$ cat config.mk
export PLATFORM = sky130hd
export DESIGN_NAME = serial_link_arbiter
export DESIGN_NICKNAME = d
export VERILOG_FILES = /design/src/rtl/serial_arb_pkg.sv /design/src/rtl/rr_arbiter.sv /design/src/rtl/serial_link_arbiter.sv
export SDC_FILE = /design/constraint.sdc
export NUM_CORES = 1
export LEC_CHECK = 0
export ABC_AREA = 1
export ABC_CLOCK_PERIOD_IN_PS = 5300
export BUFFER_PORTS_ARGS = -buffer_cell sky130_fd_sc_hd__clkbuf_2
export CAP_MARGIN = 40
export CORE_MARGIN = 8
export CORE_UTILIZATION = 50
export DETAILED_ROUTE_END_ITERATION = 12
export PLACE_DENSITY = 0.78
export SLEW_MARGIN = 20
export SYNTH_ARGS = -nofsm -noshare
export SYNTH_HDL_FRONTEND = slang
export SYNTH_SLANG_ARGS = --single-unit
export TNS_END_PERCENT = 50
$ cat constraint.sdc
create_clock -name clk -period 5.3 [get_ports clk]
set_input_delay 0.53 -clock clk [delete_from_list [all_inputs] [get_ports clk]]
set_output_delay 0.53 -clock clk [all_outputs]
set_load 0.01 [all_outputs]
$ cat src/rtl/serial_arb_pkg.sv
// serial_arb_pkg: shared state encoding and preamble constants for the serial link arbiter
package serial_arb_pkg;
  typedef enum logic [1:0] {IDLE, PRE, DATA, DONE} state_t;
  localparam int PRE_LEN = 3;
  localparam logic [PRE_LEN-1:0] PREAMBLE = 3'b100;
endpackage

$ cat src/rtl/rr_arbiter.sv
// rr_arbiter: combinational round-robin pick of the lowest requester at or above ptr, wrapping to 0
module rr_arbiter #(
  parameter int NREQ = 4,
  parameter int PW = (NREQ > 1) ? $clog2(NREQ) : 1
) (
  input  logic [NREQ-1:0] req,
  input  logic [PW-1:0]   ptr,
  output logic [PW-1:0]   win,
  output logic            any
);
  function automatic int rot(input logic [PW-1:0] p, input int i);
    int j;
    j = int'(p) + i;
    return (j >= NREQ) ? j - NREQ : j;
  endfunction
  // scan from the farthest offset down so the nearest requester at or above ptr wins
  always_comb begin
    win = '0;
    for (int i = NREQ - 1; i >= 0; i--)
      if (req[rot(ptr, i)]) win = PW'(rot(ptr, i));
  end
  assign any = |req;
endmodule

$ cat src/rtl/serial_link_arbiter.sv
// serial_link_arbiter: round-robin owner of a shared serial line sending preamble + LSB-first payload frames
module serial_link_arbiter
  import serial_arb_pkg::*;
#(
  parameter int NREQ = 4,
  parameter int DATA_W = 8
) (
  input  logic                   clk,
  input  logic                   rst,
  input  logic [NREQ-1:0]        req,
  input  logic [NREQ*DATA_W-1:0] data,
  output logic [NREQ-1:0]        grant,
  output logic [NREQ-1:0]        done,
  output logic                   ser_out,
  output logic                   ser_valid,
  output logic                   busy
);
  localparam int PW = (NREQ > 1) ? $clog2(NREQ) : 1;
  localparam int MAXC = (DATA_W > PRE_LEN) ? DATA_W : PRE_LEN;
  localparam int CW = $clog2(MAXC);
  localparam logic [3:0] PRE_BITS = {1'b1, PREAMBLE};
  state_t state, nxt;
  logic [CW-1:0] cnt;
  logic [PW-1:0] ptr, owner, win;
  logic [DATA_W-1:0] sh;
  logic any, last;
  rr_arbiter #(.NREQ(NREQ), .PW(PW)) u_rr (
    .req(req),
    .ptr(ptr),
    .win(win),
    .any(any)
  );
  // state register; reset aborts any frame immediately
  always_ff @(posedge clk or posedge rst)
    if (rst) state <= IDLE;
    else state <= nxt;
  // next state and outputs decoded from state, counter, owner and shift register only
  always_comb begin
    last = (state == PRE) ? (cnt == CW'(PRE_LEN - 1)) : (cnt == CW'(DATA_W - 1));
    nxt = (state == IDLE) ? (any ? PRE : IDLE) :
          (state == PRE)  ? (last ? DATA : PRE) :
          (state == DATA) ? (last ? DONE : DATA) : IDLE;
    busy = state != IDLE;
    grant = busy ? NREQ'(1) << owner : '0;
    done = (state == DONE) ? NREQ'(1) << owner : '0;
    ser_valid = (state == PRE) || (state == DATA);
    ser_out = (state == PRE) ? PRE_BITS[cnt[1:0]] : (state == DATA) ? sh[0] : 1'b1;
  end
  // per-state counter, payload capture at grant, and pointer advance past the finished owner
  always_ff @(posedge clk or posedge rst)
    if (rst) begin
      cnt <= '0;
      sh <= '0;
      owner <= '0;
      ptr <= '0;
    end else begin
      cnt <= (nxt == state && state != IDLE) ? cnt + 1'b1 : '0;
      if (state == IDLE && any) begin
        owner <= win;
        sh <= data[DATA_W*win +: DATA_W];
      end else if (state == DATA) sh <= sh >> 1;
      if (state == DONE) ptr <= (owner == PW'(NREQ - 1)) ? '0 : owner + 1'b1;
    end
endmodule

Yosys cells after proc, flatten, opt, wreduce, memory -nomap -nowiden

Index checks and enable logic that the tools add are counted.
W data, S select, Z words.

Bits in registers: 17
Output and inout bits: 11

Reductions and logical operators: 7
$add $sub $neg: 9
Shift-type cells: 2
Mux-type cells: 37
Eq/ne operators: 7
Magnitude comparators: 9

Operators by type and width:

| cell                    | count |
|---|---|
| $lt A32 B4 Y1 const B   | 4 |
| $mux W32                | 4 |
| $ge A32 B4 Y1 const B   | 2 |
| $sub A32 B4 Y32 const B | 2 |
| $shiftx A32 B6 Y8       | 1 |
| $mux W2                 | 9 |
| $mux W8                 | 2 |
| $mux W1                 | 14 |
| $bmux W1 S2             | 5 |
| $mux W4                 | 2 |
| $add A2 B2 Y3 const B   | 2 |
| $eq A2 B2 Y1 const B    | 3 |
| $reduce_bool A2 Y1      | 2 |
| $reduce_or A4 Y1        | 1 |
| $shl A1 B2 Y4 const A   | 1 |
| $sub A2 B3 Y4 const B   | 1 |
| $sub A3 B3 Y4 const B   | 1 |
| $add A2 B1 Y3 const B   | 1 |
| $add A3 B1 Y3 const B   | 1 |
| $eq A3 B2 Y1 const B    | 1 |
| $eq A3 B3 Y1 const B    | 1 |
| $ge A2 B3 Y1 const B    | 1 |
| $ge A3 B3 Y1 const B    | 1 |
| $lt A2 B3 Y1 const B    | 1 |
| 7 further kinds         | 8 |

Longest topological paths before layout

Gate-level depths: netlist of run 1.

Depth after elaboration: 12
Mapped depth: 15
Depth with buffers taken out: 14

Hierarchy

From an unflattened synthesis of run 1, not the netlist that was laid out.

Cell total of the unflattened synthesis: 210
Area total of the unflattened synthesis: 1,357.6 sq um

By module, submodules not included:

| module              | area each (sq um) | cells an instance | seq. area each (sq um) | instances |
|---|---|---|---|---|
| serial_link_arbiter | 1,168.6           | 164               | 425.4                  | 1 |
| rr_arbiter          | 188.9             | 46                | 0.0                    | 1 |

Worst setup path before layout of run 1

Ideal clock, no wire load.

Kind: register to register
Start point: register state[0]
End point: register sh[5]
Arrival time: 1,651 ps
Path buffers: 1
Cell stages (with the launch flop): 12
Path slack: 3,584 ps
Cells stage by stage: dfrtp_1 > inv_1 > ha_1 > inv_1 > nor2_4 > inv_2 > buf_4 > nor2_2 > nand2_1 > nor2_1 > nor2_1 > nand2_1

Cells in the longest elaborated chain, start to end: 3
Elaborated cells between the ends (all ways): 5

RTL lines:

| item                                          | line                      | RTL |
|---|---|---|
| from (decl)                                   | serial_link_arbiter.sv:22 | `state_t state, nxt;` |
| from (signal assigned)                        | serial_link_arbiter.sv:36 | `else state <= nxt;` |
| $logic_not A2 Y1                              | serial_link_arbiter.sv:58 | `if (state == IDLE && any) begin` |
| $logic_and A1 B1 Y1                           | serial_link_arbiter.sv:58 |  |
| $mux W8 or $reduce_bool A2 Y1 (tied branches) | -                         |  |
| to (signal assigned)                          | serial_link_arbiter.sv:60 | `sh <= data[DATA_W*win +: DATA_W];` |
| to (signal assigned)                          | serial_link_arbiter.sv:61 | `end else if (state == DATA) sh <= sh >> 1;` |
| to (decl)                                     | serial_link_arbiter.sv:25 | `logic [DATA_W-1:0] sh;` |

Several ways; a longest one is shown, not always the timed one.
A chain may end at the register's enable or synchronous reset.

Worst setup path in the final report of run 1

Start point: register state[0]
End point: output ser_out

Cells in the longest elaborated chain, start to end: 3
Elaborated cells between the ends (all ways): 4

RTL lines:

| item         | line                      | RTL |
|---|---|---|
| $eq A2 B2 Y1 | serial_link_arbiter.sv:47 | `ser_out = (state == PRE) ? PRE_BITS[cnt[1:0]] : (state == DATA) ? sh[0] : 1'b1;` |
| $mux W1      | serial_link_arbiter.sv:47 |  |
| $mux W1 (*)  | serial_link_arbiter.sv:47 |  |
| to (decl)    | serial_link_arbiter.sv:14 | `output logic ser_out,` |

Every way passes the cells marked *; elsewhere a longest branch is shown, timed or not.

==> impl_results.md, run 1 <==
- Setup-failing EPs final: 0
- VDD IR max: 0.0002196 V
- Row cnt: 20
- CTS HTree Levels: 1
- Antenna-violating nets left: 0
- Cell area after synthesis: 1622 µm²
- Syn nets: 301
- Hold Path Class: input port to asynchronous set/reset pin
- Boundary Pins: 49
- P per Cell Area: around 570 nW/µm²
- Clock net sink count: 17
- Core ar.: 3078 µm²
- Area grow syn2layout: 15.28%
- GRT Resource Usage Total: 14.46%
- Register area share after synthesis: between 20% and 30%
- Routed WL: ~3.7 mm
- Initial antenna violation count: 0
- DR WL/cell: 10.87 µm
- Static Leakage: 1.157 nW
- Net count, final: between 300 and 400
- Final Hold Fails: 0
- Number of synthesis warnings: 0
- Die height: between 70 and 80 µm
- PostCTS Resize Cnt: 0
- Post-synthesis cell type count: 24
- Vias in the first global route: between 1k and 1.5k
- CTS tree: built
- Layout cells sized above 1: 23.15%
- Commonest cells after routing, fill and taps aside: nand2_1 (73), inv_1 (49), clkbuf_2 (48)
- Setup TNS: 0 ns
- Max Buffers Root-to-Sink: 2
- Crit. End Element: output port
- Crit path launch type: flop
- Vias per cell: 4.731
- Max cap viols: 0
- Synth Flop Type: dfrtp_1
- Post-synth EDFFs: 0
- Antenna Cells: 0
- Status: complete, no violations
- Grt total ovfl: 0
- Max Slew Vio Count: 0
- Worst-Skew Late Latency: 0.30 ns
- Slew @ Worst Pin: between 0.6 and 0.7 ns
- Worst slew margin: a little under three fifths
- Worst Skew: 0.007539 ns
- Die X: 72.95 µm
- Setup Buffers After CTS: 0
- Tcrit/Tclk final: 41.65%
- PortBufs: 48
- DP HPWL: 3.054 mm
- Synthesized instance count: between 200 and 300
- Final estimated routing congestion in global placement: ~0.81
- Worst Path Max Fanout: 8
- Vias post-DR: between 1.5k and 2k
- Starting Density: between 50 and 60%
- Clock transition at the registers of the reported paths: 0.10 ns
- CP arrival: roughly 1.7 ns
- Worst EP required: roughly 4.8 ns
- Largest net degree at the start of global routing: 22
- First-pass GRT wire length: slightly above 6 mm
- RSZ-0062 raised after global routing: false
- Setup CP Type: flop to output port
- Synth async-reset ratio: 100.0%
- Cts hold-fix bufs: 0
- DRC: 0
- Die ar.: 5322 µm²
- Syn Area/Cell: 6.384 µm²
- Total power draw: ~1.1 mW
- Max Clock Freq: ~450 MHz
- Starting DRT DRC Count: 42
- Most common cell after layout, fill and taps aside: nand2_1
- TritonRoute pass-1 iters: 4
- CTS root buf: clkbuf_4
- Fin crit period: around 2.2 ns
- Yosys reg bits: 17
- Clock buffer count from CTS: 3
cell families after synthesis:
family	Yosys count	share of synthesized area (%)
AO/OA/AOI/OAI	19	6.867
flip-flops	17	26.23
buffers and inverters	61	16.90
adder cells (fa/ha/maj)	9	6.945
AND/OR/NAND/NOR	147	42.51
XOR/XNOR	1	0.5402
layout make-up:
class	count	area, µm²
clock buffers	3	22.52
clock inverters	1	5.005
fillers	322	1209
inverters	53	198.9
multi-input cells	176	922.1
flip-flops and latches	17	425.4
well taps	44	55.05
repair buffers	48	240.2
cell usage after synthesis, types with 3 or more instances:
library cell / n / share of area (%)
a21oi_1: 8 / 2.5
nor2_1: 23 / 5.3
inv_2: 4 / 0.93
inv_1: 49 / 11
dfrtp_1: 17 / 26
nand3_1: 35 / 11
nand2_4: 3 / 2.1
ha_1: 9 / 6.9
o21ai_0: 6 / 1.9
nand2_1: 73 / 17
buf_6: 5 / 3.5
nand3b_1: 4 / 1.9
flip-flops by register name (all words and copies together) (netlist names):
signal,flops
cnt,3
owner,2
ptr,2
sh,8
state,2
layer usage:
layer / up-vias / routed length [µm] / track usage, %
met5: - / 0 / 0
met2: 40 / 1832 / 25.84
met4: 0 / 55 / 6.000
met3: 5 / 224 / 3.709
li1: 861 / - / -
met1: 712 / 1606 / 15.66
power breakdown:
part           switching (mW)  internal (mW)
combinational           0.487          0.263
clock                  0.0429         0.0282
sequential             0.0497          0.192
worst max-delay path: stages, from the launching register on:
cell	delay, ns
dfrtp_1	0.43
inv_1	0.12
ha_1	0.36
inv_1	0.13
nor3_1	0.14
a21oi_1	0.06
clkbuf_2	0.13
path summary, 6_finish.rpt:
kind	start	end	slack, ns	depth (start not counted)
max in group asynchronous	rst	state[1]	4.61	2
max reg2reg	ptr[0]	sh[0]	3.30	13
min in group clk	sh[7]	sh[7]	0.50	2
min reg2reg	sh[7]	sh[7]	0.50	2
max	state[0]	ser_out	3.09	6
min	rst	sh[5]	0.27	2
metrics by stage:
| step | util [%] | setup WS, ns | cell area, µm² | hold WS [ns] | instances |
|---|---|---|---|---|---|
| 5_1_grt | 60.73 | 2.990 | 1869 | 0.3366 | 342 |
| 4_1_cts | 60.73 | 3.090 | 1869 | 0.3019 | 342 |
| 2_1_floorplan | - | 3.584 | 1622 | 0.4494 | 254 |
| 3_3_place_gp | 59.84 | 3.301 | 1842 | 0.4747 | 338 |
| 3_5_place_dp | 59.84 | 3.313 | 1842 | 0.4657 | 338 |
| 6_report | 60.73 | 3.093 | 1869 | 0.2746 | 342 |
Power figures use the tool's default switching activity.
==> inputs of run 2 (changes only) <==
- ABC_CLOCK_PERIOD_IN_PS: 5300 -> 1900
- CORE_UTILIZATION: 50 -> 47
- PLACE_DENSITY: 0.78 -> 0.77
- clock period: 5.3 -> 1.9 ns (I/O delays scaled with it)
==> impl_results.md, run 2 (synthesis gave the netlist of run 1 again) <==
- Combinational power share: 74.6% (was 70.6%)
- Routed WL: 4.161 mm (was 3.718 mm)
- Worst Path Buf+Inv: 1 (was 3)
- Most common cell after layout, fill and taps aside: nand2_1 (unchanged)
- Total power draw: 3.367 mW (was 1.062 mW)
- Setup CP Type: flop to flop (was flop to output port)
- Crit. End Element: flop (was output port)
- DP HPWL: 3.009 mm (was 3.054 mm)
- Crit path top cell by count: nand2_1 (was inv_1)
- CTS tree: built (unchanged)
- Slew @ Worst Pin: 0.6333 ns (was 0.6427 ns)
- Die X: 74.74 µm (was 72.95 µm)
- Worst hold path depth: 5
- Clock power frac: 5.8% (was 6.7%)
- Worst slew margin: 57.74% (was 57.11%)
- Initial antenna violation count: 0 (unchanged)
- Antenna Cells: 0 (unchanged)
- Largest regs: sh (8), cnt (3) (unchanged)
- Switching share of power: 54.66% (was 54.56%)
- Max Clock Freq: approximately 540 MHz
- Fin crit period: around 1.8 ns
- Static Leakage: 1.216 nW (was 1.157 nW)
- First-pass GRT wire length: 6.189 mm (was 6.154 mm)
- Grt total ovfl: 0 (unchanged)
- CTS HTree Levels: 1 (unchanged)
- Area of the multi-input gates: 1008 µm² (was 922.1 µm²)
- Crit path launch type: flop (unchanged)
- Clock transition at the registers of the reported paths: 0.11 ns (was 0.10 ns)
- Reg-to-Reg End: sh[2] (was sh[0])
- Top Family by Delay on Critical Path: simple AND/OR/NAND/NOR gates (was flip-flops)
- Worst Path Max Fanout: 11 (was 8)
- Layout cells sized above 1: 28.06% (was 23.15%)
- Final Hold Fails: 0 (unchanged)
- Tcrit/Tclk final: a little over nine tenths
- Boundary Pins: 49 (unchanged)
- Slowest stage delay, CP: 0.47 ns (was 0.43 ns)
- Hold_sp: data[26]
- Vias per cell: 4.862 (was 4.731)
- P_int: 1.527 mW (was 0.4825 mW)
- Worst EP required: 2.09 ns (was 4.77 ns)
- DRC: 0 (unchanged)
- Crit path cell chain: buf_6, nand2_2, nand3_2, nand2_2, nand3_4, nand2_4, nand2_8, nand2_4, nand2_1, nand3_1, nand2_1, nand2_1, nand2_1 (was inv_1, ha_1, inv_1, nor3_1, a21oi_1, clkbuf_2)
- P per Cell Area: 1662 nW/µm² (was 568.1 nW/µm²)
- Row cnt: 21 (was 20)
- Final estimated routing congestion in global placement: 0.8291 (was 0.8089)
- GRT Resource Usage Total: 13.60% (was 14.46%)
- Antenna-violating nets left: 0 (unchanged)
- Switching pwr: 1.840 mW (was 0.5794 mW)
- Vias in the first global route: 1546 (was 1467)
- Seq pwr share: 19.6% (was 22.7%)
- Reg2reg start: ptr[0] (unchanged)
- Worst-Skew Late Latency: 0.30 ns (about the same)
- Largest net degree at the start of global routing: 22 (unchanged)
- Hold Path Class: input port to flop (was input port to asynchronous set/reset pin)
- CTS root buf: clkbuf_4 (unchanged)
- Setup TNS: 0 ns (unchanged)
- Max Slew Vio Count: 0 (unchanged)
- Largest register FFs: 8 (unchanged)
- Finished Core Util: 60.70% (was 60.73%)
- PortBufs: 48 (unchanged)
- Vias post-DR: 1731 (was 1618)
- Max Buffers Root-to-Sink: 2 (unchanged)
- Reg2Reg Setup Slack: 0.06 ns (was 3.30 ns)
- Reg2reg path depth: 13 (unchanged)
- Setup-failing EPs final: 0 (unchanged)
- Clock buffer count from CTS: 3 (unchanged)
- Core ar.: 3337 µm² (was 3078 µm²)
- Starting Density: 48.59% (was 52.68%)
- Max cap viols: 0 (unchanged)
- CP arrival: 2.03 ns (was 1.68 ns)
- Largest reg by FF count: sh (unchanged)
- FILL cells: 335 (was 322)
- Clock net sink count: 17 (unchanged)
- Register area: 426.7 µm² (was 425.4 µm²)
- Die height: 74.74 µm (was 72.95 µm)
- VDD IR max: 0.0006542 V (was 0.0002196 V)
- Starting DRT DRC Count: 61 (was 42)
- Slowest cell on crit path: dfrtp_2 (was dfrtp_1)
- Min Hold Slack: 0.2310 ns (was 0.2746 ns)
- Worst Skew: 0.009740 ns (was 0.007539 ns)
- Area grow syn2layout: 24.92% (was 15.28%)
- Status: complete, no violations (unchanged)
- Net count, final: 358 (was 346)
- Commonest cells after routing, fill and taps aside: nand2_1 (72), inv_1 (49), clkbuf_2 (48) (was nand2_1 (73), inv_1 (49), clkbuf_2 (48))
- DR WL/cell: 11.69 µm (was 10.87 µm)
- TritonRoute pass-1 iters: 4 (unchanged)
- Die ar.: 5585 µm² (was 5322 µm²)
- Hold EP: sh[2]
==> run 2: cell count changes in the layout (fill, tap and decap cells not counted), sizes merged <==
cell / previous run / this run
buf: 0 / 7
dlygate4sd3: 0 / 1
nand2: 78 / 80
nand3: 37 / 39
==> run 2: repair_timing <==
item	in CTS	in global routing
hold buffers	1	0
hold endpoints to repair	17	0
buffers inserted	0	3
gates resized for setup	0	11
endpoints found under the setup margin	0	9
==> run 2: worst min-delay path: cells and delay by family <==
kind / cells / cell delay, ns
AOI/OAI and AO/OA: 1 / 0.03
buffers and inverters: 1 / 0.08
and+or+nand+nor: 3 / 0.19
==> run 2: how the worst max path moves through the flow <==
stage	start	endpoint	slack (ns)	cells after the start
2_1_floorplan	state[0]	sh[5]	0.18	11
3_3_place_gp	ptr[0]	sh[2]	0.11	12
3_5_place_dp	ptr[0]	sh[2]	0.06	12
4_1_cts	state[0]	ser_out	0.04	7
5_1_grt	ptr[0]	sh[4]	-0.03	13
6_report	ptr[0]	sh[2]	0.06	13
==> run 2: metal layers <==
| layer | up-vias | wire, µm | global-route usage [%] |
|---|---|---|---|
| met2 | 61 | 2071 | 24.98 |
| met1 | 773 | 1780 | 15.94 |
| met5 | - | 0 | 0 |
| met4 | 0 | 9 | 1.739 |
| met3 | 2 | 299 | 3.063 |
| li1 | 895 | - | - |
==> run 2: through the flow <==
| step | cells | area (µm²) | setup WS [ns] |
|---|---|---|---|
| after floorplan | 254 | 1622 | 0.1839 |
| after global placement | 344 | 1874 | 0.1092 |
| after detailed placement | 344 | 1874 | 0.06327 |
| after CTS | 349 | 1912 | 0.03925 |
| after global routing | 356 | 2026 | -0.02704 |
| final | 356 | 2026 | 0.06333 |
==> run 2: final cells by class <==
class,instances,share of cell area (%)
multi-input cells,180,49.78
flip-flops and latches,17,21.06
repair buffers,56,15.13
well taps,46,2.841
clock buffers,3,1.112
inverters,53,9.821
clock inverters,1,0.2471
==> run 2: power groups by stage <==
stage	sequential, mW	combinational, mW	clock (mW)
after floorplan	0.623	1.85	0
after global placement	0.661	2.13	0
after detailed placement	0.664	2.16	0
after CTS	0.657	2.17	0.200
after global routing	0.680	2.83	0.215
final	0.660	2.51	0.196
==> inputs of run 3 (changes only) <==
- CORE_UTILIZATION: 47 -> 45
- PLACE_DENSITY: 0.77 -> 0.76
- SYNTH_HIERARCHICAL: not set -> 1
==> impl_results.md, run 3 <==
- Max Buffers Root-to-Sink: 2 (unchanged)
- TritonRoute pass-1 iters: 4 (unchanged)
- Vias per cell: 4.954 (was 4.862)
- Tcrit/Tclk final: 97.42% (was 96.67%)
- Clock transition at the registers of the reported paths: 0.11 ns (about the same)
- Top cells by count, synth: nand2_1 (58), inv_1 (30), nor2_1 (27) (was nand2_1 (73), inv_1 (49), nand3_1 (35))
- GRT Resource Usage Total: 13.03% (was 13.60%)
- VDD IR max: 0.0009545 V (was 0.0006542 V)
- Post-synthesis cell type count: 20 (was 24)
- Most common cell after layout, fill and taps aside: clkbuf_2 (was nand2_1)
- Antenna-violating nets left: 0 (unchanged)
- Synth async-reset ratio: 100.0% (unchanged)
- Yosys reg bits: 17 (unchanged)
- Worst-Skew Late Latency: 0.29 ns (was 0.30 ns)
- Largest net degree at the start of global routing: 18 (was 22)
- Max cap viols: 0 (unchanged)
- Worst slew margin: 58.23% (was 57.74%)
- Starting Density: 45.97% (was 48.59%)
- Worst Skew: 0.003824 ns (was 0.009740 ns)
- Clock net sink count: 17 (unchanged)
- Share of the synthesized area in the top cell type: 31.34% (was 26.23%)
- Die X: 70.93 µm (was 74.74 µm)
- Initial antenna violation count: 0 (unchanged)
- P_int: 1.722 mW (was 1.527 mW)
- Setup TNS: 0 ns (unchanged)
- Largest reg by FF count: sh (unchanged)
- RSZ-0062 raised after global routing: true
- Switching pwr: 1.749 mW (was 1.840 mW)
- Multiplexer share of the synthesized area: 0.8295% (was 0%)
- P per Cell Area: 1869 nW/µm² (was 1662 nW/µm²)
- Clock power frac: 5.7% (was 5.8%)
- Setup-failing EPs final: 0 (unchanged)
- Top cell type by total area after synthesis: dfrtp_1 (unchanged)
- Area grow syn2layout: 36.77% (was 24.92%)
- Static Leakage: 1.033 nW (was 1.216 nW)
- Final cell count without fillers: 302 (was 356)
- Switching share of power: 50.40% (was 54.66%)
- WL met2: 1.852 mm (was 2.071 mm)
- Status: complete, no violations (unchanged)
- Worst EP required: 2.09 ns (about the same)
- Slew @ Worst Pin: 0.6258 ns (was 0.6333 ns)
- DP HPWL: 2.605 mm (was 3.009 mm)
- Wl on met1: 1.465 mm (was 1.780 mm)
- Commonest cells after routing, fill and taps aside: clkbuf_2 (48), nand2_1 (38), inv_1 (27) (was nand2_1 (72), inv_1 (49), clkbuf_2 (48))
- Starting DRT DRC Count: 55 (was 61)
- WL met3: 171 µm (was 299 µm)
- Max Clock Freq: 540.2 MHz (was 544.5 MHz)
- Largest register FFs: 8 (unchanged)
- Die height: 70.93 µm (was 74.74 µm)
- Synth Flop Type: dfrtp_1 (unchanged)
- Placed Cells: 290 (was 344)
- DR WL/cell: 11.59 µm (was 11.69 µm)
- Combinational power share: 74.8% (was 74.6%)
- CTS root buf: clkbuf_4 (unchanged)
- First-pass GRT wire length: 5.630 mm (was 6.189 mm)
- Synth area leaders: dfrtp_1 (31%), nand2_1 (16%), nand3_1 (9.6%), ha_1 (8.3%), inv_1 (8.3%) (was dfrtp_1 (26%), nand2_1 (17%), inv_1 (11%), nand3_1 (11%), ha_1 (6.9%))
- DRC: 0 (unchanged)
- Post-Synth Simple-Gate Area: 34.01% (was 42.52%)
- Seq pwr share: 19.5% (was 19.6%)
- Worst Path Max Fanout: 7 (was 11)
- Min Hold Slack: 0.2555 ns (was 0.2310 ns)
- CTS HTree Levels: 1 (unchanged)
- CTS tree: built (unchanged)
- Highest Signal Layer: met4 (unchanged)
- Die ar.: 5030 µm² (was 5585 µm²)
- Vias in the first global route: 1391 (was 1546)
- Register area share after synthesis: 31.34% (was 26.23%)
- Vias post-DR: 1496 (was 1731)
- Largest family of logic cells by synthesized area: simple AND/OR/NAND/NOR gates (unchanged)
- Max Slew Vio Count: 0 (unchanged)
- Worst Slack Setup Final: 0.04899 ns (was 0.06333 ns)
- CP arrival: 2.04 ns (was 2.03 ns)
- Largest regs: sh (8), cnt (3) (unchanged)
- Syn Area/Cell: 6.465 µm² (was 6.384 µm²)
- Syn nets: 257 (was 301)
- Cell area after synthesis: 1358 µm² (was 1622 µm²)
- Final Hold Fails: 0 (unchanged)
- Row cnt: 20 (was 21)
- Number of synthesis warnings: 6 (was 0)
- Layout cells sized above 1: 37.55% (was 28.06%)
- Boundary Pins: 49 (unchanged)
- Final estimated routing congestion in global placement: 0.9179 (was 0.8291)
- Routed WL: 3.500 mm (was 4.161 mm)
- Grt total ovfl: 0 (unchanged)
- Post-synth EDFFs: 0 (unchanged)
- Adder-Cell Fraction of Synth Area: 8.295% (was 6.944%)
- Core ar.: 2953 µm² (was 3337 µm²)
- Antenna Cells: 0 (unchanged)
- Crit path launch type: flop (unchanged)
- Net count, final: 317 (was 358)
- Setup WS pre-CTS: 0.009948 ns (was 0.06327 ns)
- Hold Path Class: input port to flop (unchanged)
- Post-synthesis xor/xnor area fraction: 0.6452% (was 0.5401%)
- Synthesized instance count: 210 (was 254)
- Fin crit period: 1.851 ns (was 1.837 ns)
- Clock buffer count from CTS: 3 (unchanged)
- PortBufs: 48 (unchanged)
- Setup CP Type: flop to flop (unchanged)
- Most numerous cell in the Yosys netlist: nand2_1 (unchanged)
- Post-synthesis compound-gate area fraction: 12.81% (was 6.867%)
- Total power draw: 3.471 mW (was 3.367 mW)
- Crit. End Element: flop (unchanged)
run 3: logic make-up (layout without fill, tap and decap cells):
| kind of cell | count (synthesis) | count (layout) |
|---|---|---|
| AOI/OAI and AO/OA | 31 | 31 |
| xor gates and xnor gates | 1 | 1 |
| adders and majority gates | 9 | 9 |
| buffers and inverters | 38 | 97 |
| DFF | 17 | 17 |
| muxes | 1 | 1 |
| and+or+nand+nor | 113 | 113 |
run 3: worst max-delay path, cell delays in order (launching register included):
cell and delay, ns:
dfrtp_2 0.47, buf_6 0.15, nand2_2 0.08, nand3_2 0.09, nand2_2 0.07, nand2_2 0.06
nand2_1 0.06, nand2_1 0.06, nand2_2 0.09, clkinv_4 0.09, clkbuf_16 0.17, nand2_2 0.06
nand3_2 0.06, a32o_1 0.25
run 3: cell type report:
cell class / instances / area [µm²]
Clock buffer: 3 / 22.52
Clock inverter: 1 / 7.507
Fill cell: 268 / 1096
Inverter: 33 / 141.4
Multi-Input combinational cell: 155 / 849.6
Sequential cell: 17 / 427.9
Tap cell: 33 / 41.29
Timing Repair Buffer: 60 / 366.6
run 3: power by group through the flow:
stage,registers (mW),clock network (mW),logic (mW)
floorplan,0.642,0,1.59
global placement,0.673,0,2.04
detailed placement,0.674,0,2.06
CTS,0.666,0.204,2.07
global route,0.703,0.228,2.93
finish,0.676,0.199,2.60
run 3: what timing repair did:
item / in CTS / in global routing
hold endpoints to repair: 17 / 0
hold buffers: 1 / 0
setup endpoints to repair: 0 / 10
buffers inserted: 0 / 6
resized for setup: 0 / 50
run 3: per-layer routing:
metal,track usage (%),vias to the layer above
met4,3.464,0
met5,0,-
met2,23.38,43
met3,2.966,2
li1,-,788
met1,15.02,663
run 3: metrics by stage:
step / utilization, % / cell area [µm²]
floorplan: - / 1358
global placement: 55.59 / 1642
detailed placement: 55.59 / 1642
CTS: 56.95 / 1682
global route: 62.88 / 1857
finish: 62.88 / 1857
run 3: worst paths after layout:
check	cells past startpoint	slack, ns	start	end
min reg2reg	1	0.49	cnt[0]	cnt[0]
max in group asynchronous	3	0.95	rst	ptr[0]
min in group asynchronous	3	0.52	rst	sh[6]
max	13	0.05	ptr[0]	sh[7]
max reg2reg	13	0.05	ptr[0]	sh[7]
min	5	0.26	data[10]	sh[2]
